<file path="src/rtl/btn_opcode_sel.sv">
// Five raw pushbuttons -> synchronized, debounced levels -> priority-encoded 3-bit ALU opcode.
// HOLD selects between latching the last press and following the held buttons.
module btn_opcode_sel #(
   parameter int DB_CYCLES = 100000,
   parameter int CNT_W     = 17,
   parameter int HOLD      = 1
) (
   input  logic       clk,
   input  logic       rst_n,
   input  logic       btnU,
   input  logic       btnD,
   input  logic       btnL,
   input  logic       btnR,
   input  logic       btnC,
   output logic [2:0] alu_control,
   output logic       op_valid,
   output logic [4:0] btn_stable
);

   localparam logic [CNT_W-1:0] CNT_LAST = CNT_W'(DB_CYCLES - 1);

   logic [4:0] btn_raw;
   logic [4:0] sync_1;
   logic [4:0] sync_2;
   logic [4:0] stable_d;
   logic [4:0] press;
   logic [2:0] nxt_op;
   logic       nxt_valid;

   assign btn_raw = {btnC, btnR, btnL, btnD, btnU};

   always_ff @(posedge clk or negedge rst_n) begin
      if (!rst_n) begin
         sync_1 <= '0;
         sync_2 <= '0;
      end else begin
         sync_1 <= btn_raw;
         sync_2 <= sync_1;
      end
   end

   // Each button owns its counter; any return to the stable level restarts the count.
   for (genvar i = 0; i < 5; i++) begin : g_db
      logic [CNT_W-1:0] cnt;
      always_ff @(posedge clk or negedge rst_n) begin
         if (!rst_n) begin
            cnt           <= '0;
            btn_stable[i] <= 1'b0;
         end else if (sync_2[i] == btn_stable[i]) begin
            cnt <= '0;
         end else if (cnt == CNT_LAST) begin
            cnt           <= '0;
            btn_stable[i] <= sync_2[i];
         end else begin
            cnt <= cnt + 1'b1;
         end
      end
   end

   always_ff @(posedge clk or negedge rst_n) begin
      if (!rst_n) stable_d <= '0;
      else        stable_d <= btn_stable;
   end

   assign press = btn_stable & ~stable_d;

   function automatic logic [2:0] enc(input logic [4:0] v);
      if      (v[0]) return 3'b001;
      else if (v[1]) return 3'b010;
      else if (v[2]) return 3'b011;
      else if (v[3]) return 3'b100;
      else if (v[4]) return 3'b101;
      else           return 3'b000;
   endfunction

   always_comb begin
      nxt_op    = alu_control;
      nxt_valid = 1'b0;
      if (HOLD != 0) begin
         if (|press) begin
            nxt_op    = enc(press);
            nxt_valid = 1'b1;
         end
      end else begin
         nxt_op    = enc(btn_stable);
         nxt_valid = (nxt_op != alu_control);
      end
   end

   always_ff @(posedge clk or negedge rst_n) begin
      if (!rst_n) begin
         alu_control <= 3'b000;
         op_valid    <= 1'b0;
      end else begin
         alu_control <= nxt_op;
         op_valid    <= nxt_valid;
      end
   end

endmodule
</file>
<file path="config.mk">
export PLATFORM = sky130hd
export DESIGN_NAME = btn_opcode_sel
export DESIGN_NICKNAME = d
export VERILOG_FILES = /design/src/rtl/btn_opcode_sel.sv
export SDC_FILE = /design/constraint.sdc
export NUM_CORES = 1
export LEC_CHECK = 0
export ABC_AREA = 1
export BUFFER_PORTS_ARGS = -buffer_cell sky130_fd_sc_hd__buf_2
export CAP_MARGIN = 30
export CORE_UTILIZATION = 40
export DETAILED_ROUTE_END_ITERATION = 10
export GPL_ROUTABILITY_DRIVEN = 0
export PLACE_DENSITY_LB_ADDON = 0.3
export RECOVER_POWER = 25
export SYNTH_ARGS = -nofsm -noshare
export SYNTH_HDL_FRONTEND = slang
export SYNTH_SLANG_ARGS = --single-unit
</file>
<file path="constraint.sdc">
create_clock -name clk -period 1.83 [get_ports clk]
set_input_delay 0.4575 -clock clk [delete_from_list [all_inputs] [get_ports clk]]
set_output_delay 0.4575 -clock clk [all_outputs]
set_load 0.05 [all_outputs]
</file>
After elaboration in Yosys (flattened, before gate mapping)
Cells that the tools add are included.
{ "word_totals": {"reg_bits": 109, "inputBits": 7, "out_inout_bits": 9} }
{ "classes": {"addsub": 5, "n_eq_ne": 10, "muxes": 16, "n_bitwise": 7, "reduce_logical": 6} }
{ "ops": {"columns": ["cell", "n"], "rows": [
  ["2-to-1 mux 17 bit", 10],
  ["adder 17 x 1 -> 17 bit (second input constant)", 5],
  ["equality test 17 bit (second input constant)", 5],
  ["2-to-1 mux 3 bit", 5],
  ["AND reduction 2 bit", 5],
  ["AND 5 bit", 1],
  ["equality test 1 bit", 5],
  ["inverter 1 bit", 5],
  ["inverter 5 bit", 1],
  ["OR reduction 5 bit", 1],
  ["2-to-1 mux 1 bit", 1]
]} }

Depth between registers and ports, before layout
Gate-level depths: netlist of the first run.
{ "depth": {"ltp_word": 7, "mapped_depth": 9} }

Worst setup path after synthesis of the first run
No wires, ideal clock.
{ "synth_path": {"path_type": "register -> register", "from": "register btn_stable[3]", "to": "register g_db[3].cnt[10]", "arrival_ns": 1.328, "required_ns": 1.761, "path_slack_ns": 0.433, "path_stages_with_launch": 5, "cell_sequence": "dfrtp_1 xor2_1 nand2_2 buf_6 nor2_2"} }
{ "synth_via": {"elab_chain_len": 2} }
{ "synth_lines": {"columns": ["element", "line_no", "text"], "rows": [
  ["start, declared", "17", "output logic [4:0] btn_stable"],
  ["start signal, assigned by index", "53", "btn_stable[i] <= sync_2[i];"],
  ["equality test 1 bit", "49", "end else if (sync_2[i] == btn_stable[i]) begin"],
  ["2-to-1 mux 17 bit", "49", null],
  ["end signal, assigned", "55", "cnt <= cnt + 1'b1;"],
  ["end, declared", "44", "logic [CNT_W-1:0] cnt;"]
]} }
Every way passes these cells.
A chain may end at the register's enable or synchronous reset.

Final worst setup path of the first run
{ "layout_path": {"from": "register btn_stable[4]", "to": "output btn_stable[4]"} }
No word-level cell between the ends.

==> results of run 1 <==
-- cells by family (layout without fill, tap and decap cells) --
| group | after synthesis | in the layout | share of synthesized area |
|---|---|---|---|
| simple gates | 489 | 489 | 0.370 |
| flops | 109 | 109 | 0.481 |
| fa+ha+maj | 5 | 5 | 0.0110 |
| xor+xnor | 25 | 25 | 0.0413 |
| buf+inv | 101 | 135 | 0.0682 |
| compound gates | 30 | 30 | 0.0280 |
-- per-stage QoR --
stage / std cells / util / hold slack (ns)
after floorplan: 759 / - / 0.162
after global placement: 958 / 0.434 / 0.333
after detailed placement: 958 / 0.434 / 0.336
after CTS: 973 / 0.453 / 0.0596
after global routing: 973 / 0.451 / 0.194
final: 973 / 0.451 / 0.178
-- layout make-up --
class / instances / area share
sequential: 109 / 0.436
clock inverter: 4 / 0.00400
multi-input combinational: 549 / 0.408
inverter: 100 / 0.0600
clock buffer: 11 / 0.0388
tap: 180 / 0.0360
timing repair buffer: 20 / 0.0172
-- registers in the layout, indices dropped and copies added, names as in the netlist --
name	flops
alu_control	3
btn_stable	5
g_db.cnt	85
op_valid	1
stable_d	5
sync_1	5
sync_2	5
-- path summary, 6_finish.rpt --
check                               start               to  cells past startpoint
hold / removal                      rst_n  g_db[4].cnt[16]                      1
setup / recovery            btn_stable[4]    btn_stable[4]                      1
hold reg to reg                 sync_1[3]        sync_2[3]                      0
min in group clk                     btnC        sync_1[4]                      1
max in group asynchronous           rst_n  g_db[1].cnt[10]                      2
setup reg to reg           g_db[3].cnt[0]   g_db[3].cnt[5]                      8
-- routing by layer --
metal  share of wire  vias to the layer above  routed length [um]  track usage
met5               0                        -                   0            0
met3           0.039                       12                 424       0.0371
met2            0.45                       75                4820        0.259
li1                -                     2386                   -            -
met1            0.50                     2031                5420        0.228
met4           0.016                        0                 171       0.0579
-- power groups by stage --
stage	Combinational [mW]	Sequential, mW	Clock, mW
3_5_place_dp	0.172	2.52	0
6_report	0.155	2.48	1.79
4_1_cts	0.172	2.48	1.86
3_3_place_gp	0.172	2.52	0
2_1_floorplan	0.0809	2.52	0
5_1_grt	0.186	2.48	1.94
-- cell usage in the layout (no fill, tap or decap), types with 3 or more instances in the layout --
cell type  count
buf_2         14
nand3_1       43
ha_1           5
inv_2         11
nor3_1        14
nor2_2        24
nand2_1      193
nand3b_1       4
nor2_1       175
nand4_1       14
dfrtp_1      109
clkbuf_16      9
xor2_1        18
o21ai_0        5
buf_4          3
a21oi_1       11
o21ai_1       10
xnor2_1        5
clkbuf_2       3
inv_1         89
nor2_4         3
nand2_2       16
==> results.json, run 1 <==
{
  "postLayoutCellArea_mm2": 0.00626,
  "place_area_mm2": 0.00602,
  "reg2reg_slack_ns": 0.31,
  "ctsResizeCount": 0,
  "synthArstFlopShare": 1.00,
  "cp_slowest_cell": "dfrtp_1",
  "worstSetupPathType": "reg -> out",
  "finalHoldViolations": 0,
  "htreeDepth": 3,
  "grt_setup_unrepaired": "false",
  "yosysMostFrequentCell": "nand2_1",
  "startpoint_type": "register",
  "relSlewSlack": 0.481,
  "cts_tree": "built",
  "fin_skew_ns": 0.0112,
  "worst-path-buf-inv": 1,
  "area_growth_pct": 10.4,
  "synthTopCellsByArea": "dfrtp_1 48%, nand2_1 13%, nor2_1 12%, inv_1 5.9%, nand3_1 3.8%",
  "syn_inst": 759,
  "tns_ns": 0,
  "worst_pin_slew_ns": 0.778,
  "initial_core_util": 0.409,
  "fmax_ghz": 0.615,
  "hpwl_um": 8060,
  "root_buffer": "clkbuf_16",
  "vias_per_cell": 4.63,
  "switching_share": 0.223,
  "path_clk_slew_ns": 0.07,
  "power_mw": 4.42,
  "drc": 0,
  "regArea_mm2": 0.00273,
  "dp_slack_ns": 0.282,
  "cap_viol_max_count": 0,
  "path_delay_family": "flip-flops",
  "grt_usage": 0.166,
  "placementRows": 43,
  "clock_sinks": 109,
  "insertedDiodeCount": 0,
  "drive_above_1_share": 0.117,
  "syn-num-nets": 771,
  "yosysTopAreaCell": "dfrtp_1",
  "synth_seq_area_share": 0.481,
  "fin_nets": 801,
  "cp.arrival_ns": 1.17,
  "multi_input_area_mm2": 0.00256,
  "syn-cell-area_mm2": 0.00567,
  "p_leak_nw": 2.84,
  "grt_pass1_vias": 4156,
  "routedWlPerCell_um": 11.1,
  "antenna_left": 0,
  "fillerInstances": 1405,
  "numCtsBuffers": 9,
  "synth-seq-cells": 109,
  "cp_cell_sequence": "buf_2",
  "synth_edf_count": 0,
  "grt_pass1_wl_um": 19200,
  "dieArea_mm2": 0.0147,
  "netlist_top_cells_count": "193 x nand2_1, 175 x nor2_1, 109 x dfrtp_1, 89 x inv_1, 43 x nand3_1",
  "cp_max_fo": 6,
  "drt_pass1_iterations": 5,
  "finalCriticalPeriod_ns": 1.63,
  "clkPwrFrac": 0.405,
  "synth_cell_types": 25,
  "dr_total_vias": 4504,
  "grt_max_degree": 32,
  "fp.dieH_um": 121,
  "p_switching_mw": 0.987,
  "crit_required_ns": 1.37,
  "gr-total-overflow": 0,
  "max_stage_delay_ns": 0.50,
  "finalSetupViolations": 0,
  "p_comb_frac": 0.035,
  "io_pins": 16,
  "cts_hold_buf": 0,
  "p_seq_frac": 0.560,
  "yosysWarnings": 0,
  "clockBufferDepth": 2,
  "period_share": 0.889,
  "antenna_found_initial": 0,
  "cp-end-kind": "output port",
  "io_buffers": 15,
  "synth_top_area_frac": 0.481,
  "die_w_um": 121,
  "yosys_most_used_dff": "dfrtp_1",
  "finalMaxSlewViolations": 0,
  "cts_setup_buffers": 0,
  "core_area_mm2": 0.0139,
  "ir_drop_mv": 0.414,
  "routed_wl_um": 10800,
  "outcome": "finished clean",
  "p_int_mw": 3.44,
  "hold_class": "in -> async",
  "worstSkewPairLatency_ns": 0.35,
  "drt_iter0_markers": 258,
  "setup_slack_ns": 0.203,
  "p_per_area_mw_per_mm2": 707,
  "syn_area_per_cell_um2": 7.47
}
(Power assumes the default switching activity.)
==> run 2, diff against run 1 <==
Settings changed: ABC_AREA 1 to not set.
==> run 2 against run 1 <==
- clock power rose by 17%
- largest power group unchanged
- first-iteration DRC count fell by 6.2%
- worst hold slack improved by 0.035 ns
- highest routed layer unchanged
- sequential share of layout area rose by 4.3 points
==> results.json, run 2 <==
{
  "outcome": "finished clean",
  "syn_inst": 475,
  "postLayoutCellArea_mm2": 0.00570,
  "fin_nets": 522,
  "netlist_top_cells_count": "109 x dfrtp_1, 85 x nor2_1, 52 x xnor2_1, 32 x nand4_1, 27 x nor4_1",
  "synthArstFlopShare": 1.00,
  "fmax_ghz": 0.567,
  "antenna_left": 0,
  "cp_max_fo": 16,
  "tns_ns": 0,
  "syn-num-nets": 487,
  "core_area_mm2": 0.0121,
  "grt_max_degree": 32,
  "yosysWarnings": 0,
  "dr_total_vias": 3535,
  "io_pins": 16,
  "cp-end-kind": "register",
  "p_leak_nw": 2.35,
  "drive_above_1_share": 0.120,
  "fin_skew_ns": 0.00690,
  "cp_cell_sequence": "or4b_1, nor4_2, a41o_4, nor2_1",
  "finalHoldViolations": 0,
  "dieArea_mm2": 0.0129,
  "synthTopCellsByArea": "dfrtp_1 55%, xnor2_1 9.2%, nor2_1 6.4%, xor2_1 4.4%, nand4_1 4.0%",
  "yosysTopAreaCell": "dfrtp_1",
  "drt_iter0_markers": 242,
  "vias_per_cell": 5.18,
  "setup.worst_path.start": "g_db[0].cnt[12]",
  "synth_seq_area_share": 0.550,
  "area_growth_pct": 14.9,
  "hold_class": "in -> reg",
  "fp.dieH_um": 113,
  "p_per_area_mw_per_mm2": 834,
  "numCtsBuffers": 9,
  "ir_drop_mv": 0.402,
  "cp.arrival_ns": 2.00,
  "grt_pass1_wl_um": 16200,
  "placementRows": 40,
  "largest-register": "g_db.cnt",
  "cp_slowest_cell": "or4b_1",
  "final_cell_mix": "109 x dfrtp_1, 85 x nor2_1, 52 x xnor2_1, 32 x nand4_1, 27 x nor4_1",
  "min_from": "btnL",
  "yosys_most_used_dff": "dfrtp_1",
  "worst_pin_slew_ns": 0.900,
  "max_stage_delay_ns": 0.53,
  "drc": 0,
  "root_buffer": "clkbuf_16",
  "relSlewSlack": 0.400,
  "yosysMostFrequentCell": "dfrtp_1",
  "crit_required_ns": 2.06,
  "finalCriticalPeriod_ns": 1.76,
  "routed_wl_um": 9130,
  "die_w_um": 113,
  "period_share": 0.964,
  "syn-cell-area_mm2": 0.00496,
  "finalMaxSlewViolations": 0,
  "initial_core_util": 0.411,
  "clockBufferDepth": 2,
  "cts_tree": "built",
  "place_area_mm2": 0.00538,
  "worstSetupPathType": "reg -> reg",
  "largest_reg_flops": 85,
  "cap_viol_max_count": 0,
  "startpoint_type": "register",
  "syn_area_per_cell_um2": 10.4,
  "insertedDiodeCount": 0,
  "gr-total-overflow": 0,
  "synth_edf_count": 0,
  "antenna_found_initial": 0,
  "grt_usage": 0.158,
  "hpwl_um": 6430,
  "path_clk_slew_ns": 0.07,
  "final_common_cell": "dfrtp_1",
  "clock_sinks": 109,
  "io_buffers": 15,
  "synth_top_area_frac": 0.550,
  "routedWlPerCell_um": 13.4,
  "synth_cell_types": 38,
  "cts_hold_buf": 0,
  "drt_pass1_iterations": 4,
  "grt_setup_unrepaired": "false",
  "htreeDepth": 3,
  "reg2reg_from": "g_db[0].cnt[12]",
  "finalSetupViolations": 0,
  "worstSkewPairLatency_ns": 0.34,
  "synth-seq-cells": 109,
  "grt_pass1_vias": 3449
}
[run 2: cell count changes after synthesis, moves of 11 or more]
cell and change:
inv_1 -75, inv_2 -11, nand2_1 -169, nand2_2 -16
nand3_1 -19, nand4_1 +18, nor2_1 -90, nor2_2 -24
nor4_1 +27, xnor2_1 +47
[run 2: final cells by class]
| cell class | count | area (um^2) |
|---|---|---|
| tap | 168 | 210 |
| clock inverter | 5 | 81.3 |
| clock buffer | 11 | 243 |
| fill | 1128 | 6360 |
| inverter | 14 | 52.6 |
| timing repair buffer | 34 | 240 |
| multi-input combinational | 342 | 2140 |
| sequential | 109 | 2730 |
[run 2: path summary, 6_finish.rpt]
path                            slack, ns         endpoint  cells after the start
worst max-delay path                 0.07  g_db[0].cnt[11]                      4
worst min-delay path                 0.21        sync_1[2]                      1
worst max register to register       0.07  g_db[0].cnt[11]                      4
worst min register to register       0.35        sync_2[3]                      0
max in group asynchronous            0.59  g_db[3].cnt[11]                      2
min in group asynchronous            0.23  g_db[4].cnt[13]                      1
[run 2: worst max-delay path, delay by kind of cell, from the launching register on]
kind | cells | cell delay [ns]
AND/OR/NAND/NOR | 3 | 0.90
flip-flops | 1 | 0.37
AO/OA/AOI/OAI | 1 | 0.37
[run 2: kinds of logic after synthesis]
group / after synthesis / synth area share
and+or+nand+nor: 239 / 0.246
muxes: 5 / 0.0113
buffers and inverters: 24 / 0.0214
AOI/OAI and AO/OA: 16 / 0.0229
DFF: 109 / 0.550
xor gates and xnor gates: 77 / 0.136
adders and majority gates: 5 / 0.0126
[run 2: where the power goes]
| group | internal (mW) | switching, mW | total [mW] |
|---|---|---|---|
| Sequential | 2.45 | 0.0349 | 2.48 |
| Combinational | 0.0597 | 0.108 | 0.167 |
| Clock | 1.24 | 0.864 | 2.10 |
[run 2: repair_timing]
action                     4_1_cts  5_1_grt
setup endpoints to repair        0       17
setup buffers                    0        0
gates resized for setup          0        2
[run 2: through the flow]
stage | total power, mW | setup WS [ns] | hold slack (ns) | cells | utilization
floorplan | 2.60 | 0.0891 | 0.162 | 475 | -
global route | 4.94 | 0.00419 | 0.192 | 683 | 0.473
CTS | 4.83 | 0.0200 | 0.0789 | 683 | 0.473
finish | 4.75 | 0.0654 | 0.213 | 683 | 0.473
global placement | 2.70 | 0.0580 | 0.333 | 667 | 0.446
detailed placement | 2.70 | 0.0246 | 0.335 | 667 | 0.446
[run 2: metal layers]
metal / share of wire / global-route usage
met1: 0.47 / 0.211
met3: 0.043 / 0.0414
met4: 0.0095 / 0.0404
met2: 0.48 / 0.257
met5: 0 / 0
